**config.mk**
```make
export PLATFORM = sky130hd
export DESIGN_NAME = collect_2x1_rr_seq
export DESIGN_NICKNAME = d
export VERILOG_FILES = /design/src/rtl/collect_2x1_rr_seq_pkg.sv /design/src/rtl/sync_fifo_simple_seq.sv /design/src/rtl/collect_2x1_rr_seq.sv
export SDC_FILE = /design/constraint.sdc
export NUM_CORES = 1
export LEC_CHECK = 0
export CELL_PAD_IN_SITES_DETAIL_PLACEMENT = 0
export CELL_PAD_IN_SITES_GLOBAL_PLACEMENT = 2
export CORE_UTILIZATION = 48
export DETAILED_ROUTE_END_ITERATION = 6
export PLACE_DENSITY = 0.83
export SLEW_MARGIN = 20
export SYNTH_ARGS = -nofsm -noshare
export SYNTH_HDL_FRONTEND = slang
export SYNTH_HIERARCHICAL = 1
export SYNTH_SLANG_ARGS = --single-unit
```
**constraint.sdc**
```tcl
create_clock -name clk -period 5.2 [get_ports clk]
set_input_delay 1.3 -clock clk [delete_from_list [all_inputs] [get_ports clk]]
set_output_delay 1.3 -clock clk [all_outputs]
set_load 0.01 [all_outputs]
```
**src/rtl/collect_2x1_rr_seq_pkg.sv**
```systemverilog
// collect_2x1_rr_seq_pkg: command and source encodings shared by the collect switch.
package collect_2x1_rr_seq_pkg;
    localparam logic [1:0] CMD_NONE = 2'b00;
    localparam logic [1:0] CMD_LOW  = 2'b01;
    localparam logic [1:0] CMD_HIGH = 2'b10;
    localparam logic [1:0] CMD_BOTH = 2'b11;
    localparam logic SRC_LOW  = 1'b0;
    localparam logic SRC_HIGH = 1'b1;
endpackage

```
**src/rtl/sync_fifo_simple_seq.sv**
```systemverilog
// sync_fifo_simple_seq: single-clock FIFO; pushes when full and pops when empty are ignored.
module sync_fifo_simple_seq #(
    parameter int DATA_WIDTH = 32,
    parameter int FIFO_DEPTH = 4
) (
    input  logic                  clk,
    input  logic                  rst,
    input  logic                  push,
    input  logic                  pop,
    input  logic [DATA_WIDTH-1:0] din,
    output logic [DATA_WIDTH-1:0] dout,
    output logic                  full,
    output logic                  empty
);
    localparam int AW = $clog2(FIFO_DEPTH);
    localparam int CW = AW + 1;
    logic [AW-1:0] wr_ptr_q, wr_ptr_d, rd_ptr_q, rd_ptr_d;
    logic [CW-1:0] count_q, count_d;
    logic [DATA_WIDTH-1:0] mem_q [FIFO_DEPTH];
    logic [DATA_WIDTH-1:0] mem_d [FIFO_DEPTH];
    logic do_push, do_pop;
    assign full  = count_q == CW'(FIFO_DEPTH);
    assign empty = count_q == '0;
    assign dout  = mem_q[rd_ptr_q];
    always_comb begin
        do_push  = push & ~full;
        do_pop   = pop & ~empty;
        wr_ptr_d = do_push ? wr_ptr_q + AW'(1) : wr_ptr_q;
        rd_ptr_d = do_pop ? rd_ptr_q + AW'(1) : rd_ptr_q;
        count_d  = count_q + CW'(do_push) - CW'(do_pop);
        mem_d    = mem_q;
        if (do_push) mem_d[wr_ptr_q] = din;
    end
    always_ff @(posedge clk) begin
        mem_q <= mem_d;
        if (rst) begin
            wr_ptr_q <= '0;
            rd_ptr_q <= '0;
            count_q  <= '0;
        end else begin
            wr_ptr_q <= wr_ptr_d;
            rd_ptr_q <= rd_ptr_d;
            count_q  <= count_d;
        end
    end
endmodule

```
**src/rtl/collect_2x1_rr_seq.sv**
```systemverilog
// collect_2x1_rr_seq: merges two buffered branches onto one registered valid/ready output,
// round-robin between branches when both are eligible.
module collect_2x1_rr_seq
    import collect_2x1_rr_seq_pkg::*;
#(
    parameter int DATA_WIDTH    = 32,
    parameter int FIFO_DEPTH    = 4,
    parameter int COMMAND_WIDTH = 2
) (
    input  logic                     clk,
    input  logic                     rst,
    input  logic [1:0]               i_valid,
    input  logic [2*DATA_WIDTH-1:0]  i_data_bus,
    output logic [1:0]               o_ready,
    output logic                     o_valid,
    output logic [DATA_WIDTH-1:0]    o_data_bus,
    output logic                     o_src,
    input  logic                     i_ready,
    input  logic                     i_en,
    input  logic [COMMAND_WIDTH-1:0] i_cmd
);
    logic [1:0] full, empty, pop, eligible;
    logic [DATA_WIDTH-1:0] head [2];
    logic grant, load;
    logic o_valid_q, o_valid_d, o_src_q, o_src_d, last_grant_q, last_grant_d;
    logic [DATA_WIDTH-1:0] o_data_q, o_data_d;
    for (genvar k = 0; k < 2; k++) begin : g_fifo
        sync_fifo_simple_seq #(.DATA_WIDTH(DATA_WIDTH), .FIFO_DEPTH(FIFO_DEPTH)) u_fifo (
            .clk   (clk),
            .rst   (rst),
            .push  (i_valid[k] & o_ready[k]),
            .pop   (pop[k]),
            .din   (i_data_bus[k*DATA_WIDTH +: DATA_WIDTH]),
            .dout  (head[k]),
            .full  (full[k]),
            .empty (empty[k])
        );
    end
    // Ready depends only on stored counts (and reset), never on i_ready.
    assign o_ready    = ~full & {2{~rst}};
    assign o_valid    = o_valid_q;
    assign o_data_bus = o_data_q;
    assign o_src      = o_src_q;
    always_comb begin
        eligible     = i_cmd[1:0] & ~empty;
        grant        = (eligible == CMD_BOTH) ? ~last_grant_q : (eligible[1] ? SRC_HIGH : SRC_LOW);
        load         = i_en & (~o_valid_q | i_ready) & (|eligible);
        pop          = load ? (grant ? 2'b10 : 2'b01) : 2'b00;
        o_valid_d    = load | (o_valid_q & ~i_ready);
        o_data_d     = load ? head[grant] : o_data_q;
        o_src_d      = load ? grant : o_src_q;
        last_grant_d = load ? grant : last_grant_q;
    end
    always_ff @(posedge clk) begin
        if (rst) begin
            o_valid_q    <= 1'b0;
            o_data_q     <= '0;
            o_src_q      <= SRC_LOW;
            last_grant_q <= SRC_HIGH;
        end else begin
            o_valid_q    <= o_valid_d;
            o_data_q     <= o_data_d;
            o_src_q      <= o_src_d;
            last_grant_q <= last_grant_d;
        end
    end
endmodule

```
==> results.py <==
metrics = {
    "critical_path": {
        "endpoint_kind": "output port",
        "arrival_ns": 2.61,
        "r2r-start": "g_fifo[0].u_fifo/count_q[1]",
        "cp-start-kind": "input port",
        "critPathKind": "input port to output port",
        "regToRegSetupSlack_ns": 1.94,
        "reg2reg_to": "g_fifo[1].u_fifo/count_q[2]",
        "worstRegToRegCells": 16,
        "crit_fanout": 4,
        "required_ns": 3.90,
    },
    "global_route": {
        "grt_remaining_overflow": 0,
        "grt_pass1_vias": 5875,
        "grt_usage_pct": 17.5,
        "antenna_found_initial": 0,
        "grt_start_max_net_pins": 35,
        "grt_pass1_wl_mm": 33.8,
    },
    "synth": {
        "synth-seq-cells": 305,
        "yosysUniqueCellTypes": 36,
        "synth-main-ff-cell": "edfxtp_1",
        "ys_top_cells_by_area": "edfxtp_1, mux4_1, dfxtp_1",
        "synth_area_um2": 11800,
        "yosysTopAreaCellShare_pct": 65.2,
        "yosys.area.top_type": "edfxtp_1",
        "seq_area_frac_synth_pct": 73.5,
        "async_flop_share_pct": 0,
        "ys_warn_count": 6,
        "synth_edf_count": 256,
        "synth_cells": 566,
        "synth.avg_cell_area_um2": 20.8,
        "syn_nets": 652,
    },
    "sta": {
        "grt_setup_unrepaired": "no",
        "hold_violations": 0,
        "layout_setup_ws_ns": 1.29,
        "worst_pin_slew_ns": 1.04,
        "setup_viol": 0,
        "skew_ns": 0.00950,
        "tns_ns": 0,
        "fmax_ghz": 0.256,
        "relSlewSlack_pct": 30.6,
        "min_period_over_period_pct": 75.2,
        "post-route-min-period_ns": 3.91,
        "slew_viol_final": 0,
    },
    "hold_path": {
        "hp-class": "flop to flop",
        "hold_end": "o_src",
        "hold_start": "o_src",
        "hold_depth": 2,
    },
    "route": {
        "post_drt_wl_per_cell_um": 21.3,
        "first_iter_violations": 338,
        "drc": 0,
        "drtAntennaViolNets": 0,
        "vias": 5707,
        "dr.pass1.iters": 5,
        "totalWireLength_mm": 21.9,
        "via_per_inst": 5.54,
    },
    "floorplanning": {
        "coreArea_um2": 23800,
        "rows": 56,
        "io_pins": 108,
        "initial_core_util_pct": 49.6,
        "die_area_um2": 25200,
        "dieWidth_um": 159,
        "die_y_um": 159,
    },
    "final_layout": {
        "syn2layout_area_growth_pct": 19.8,
        "drive_gt1_share_pct": 12.1,
        "nets": 775,
        "final_cell_mix": "edfxtp_1, clkdlybuf4s50_1, mux4_1",
        "num_antenna_cells": 0,
        "layout_commonest_cell": "edfxtp_1",
    },
    "clock_tree": {
        "numCtsBuffers": 29,
        "root_buffer": "clkbuf_16",
        "cts.sinks": 305,
        "clock_latency_ns": 0.53,
        "postCtsSetupBuffers": 0,
        "clk_pin_slew_ns": 0.06,
        "cts_tree": "yes",
        "cts_hold_buf": 0,
        "cts.path.max_buffers": 3,
        "ctsResizeCount": 0,
        "cts_max_level": 1,
    },
    "place": {
        "portBuffers": 107,
        "hpwl_mm": 13.9,
        "place_ws_ns": 1.03,
        "gp_congestion": 0.754,
    },
    "pwr": {
        "ir_drop_uv": 202,
        "p_per_area_nw_per_um2": 426,
        "power_leakage_nw": 4.83,
    },
    "run_status": {
        "run_status": "finished, final reports clean",
    },
    "job": {
        "maxCapViolCount": 0,
    },
}
-- report_power, final --
group / internal, W / switching, W
sequential: 0.00289 / 0.000149
clock: 0.00126 / 0.000839
combinational: 0.000468 / 0.000404
total: 0.00462 / 0.00139
-- cell type report --
type                            count  area (µm²)
Tap cell                          319         399
Sequential cell                   305        8670
Timing Repair Buffer              121        1180
Inverter                           15        56.3
Multi-Input combinational cell    217        2830
Clock inverter                     14         144
Fill cell                        1711        9630
Clock buffer                       39         833
-- registers in the layout (all words and copies together), names as in the netlist --
name,flops
last_grant_q,1
o_data_bus,32
g_fifo.u_fifo/mem_q,256
g_fifo.u_fifo/count_q,6
o_src,1
g_fifo.u_fifo/rd_ptr_q,4
o_valid,1
g_fifo.u_fifo/wr_ptr_q,4
-- cell families (layout without fill, tap and decap cells) --
kind of cell,Yosys count,count (layout),share of synthesized area [%]
flops,305,305,73.5
mux,66,66,14.1
compound gates,48,48,3.56
simple gates,85,85,4.44
buf+inv,44,189,2.53
fa+ha+maj,14,14,1.61
xor+xnor,4,4,0.297
-- cell usage after synthesis (7+ instances only) --
cell type,instances
a21oi_1,7
a221o_1,30
and2_1,12
and3_1,32
buf_2,9
buf_6,9
dfxtp_1,49
edfxtp_1,256
ha_1,12
inv_1,15
mux4_1,52
mux4_2,12
nor2_1,11
-- routing by layer --
metal | track usage [%] | vias up | routed length (µm)
met3 | 3.13 | 27 | 1100
met2 | 27.9 | 156 | 10600
met5 | 0 | - | 0
li1 | - | 2605 | -
met4 | 3.97 | 0 | 316
met1 | 25.3 | 2919 | 9850
-- how the worst max path moves through the flow --
| stage | from | end | slack (ns) | cells past startpoint |
|---|---|---|---|---|
| final | rst | o_ready[1] | 1.29 | 3 |
| after global routing | rst | o_ready[1] | 1.21 | 3 |
| after CTS | rst | o_ready[1] | 1.27 | 3 |
| after detailed placement | i_cmd[0] | g_fifo[1].u_fifo/count_q[2] | 1.03 | 16 |
| after global placement | i_cmd[0] | g_fifo[1].u_fifo/count_q[2] | 1.20 | 16 |
| after floorplan | i_cmd[0] | g_fifo[1].u_fifo/count_q[2] | 1.68 | 15 |
-- worst max-delay path, stage by stage --
cell             delay (ns)
clkdlybuf4s50_1        0.54
nor2_1                 0.20
clkdlybuf4s50_1        0.56
-- through the flow --
step                      cells  hold slack (ns)  power, W  util [%]  cell area [µm²]
after detailed placement    976            0.461   0.00397      55.3            13100
after global routing       1030            0.497   0.00625      59.4            14100
after floorplan             566            0.468   0.00360         -            11800
after CTS                  1029            0.469   0.00607      59.4            14100
after global placement      976            0.450   0.00393      55.3            13100
final                      1030            0.466   0.00601      59.4            14100
(Power assumes the default switching activity.)
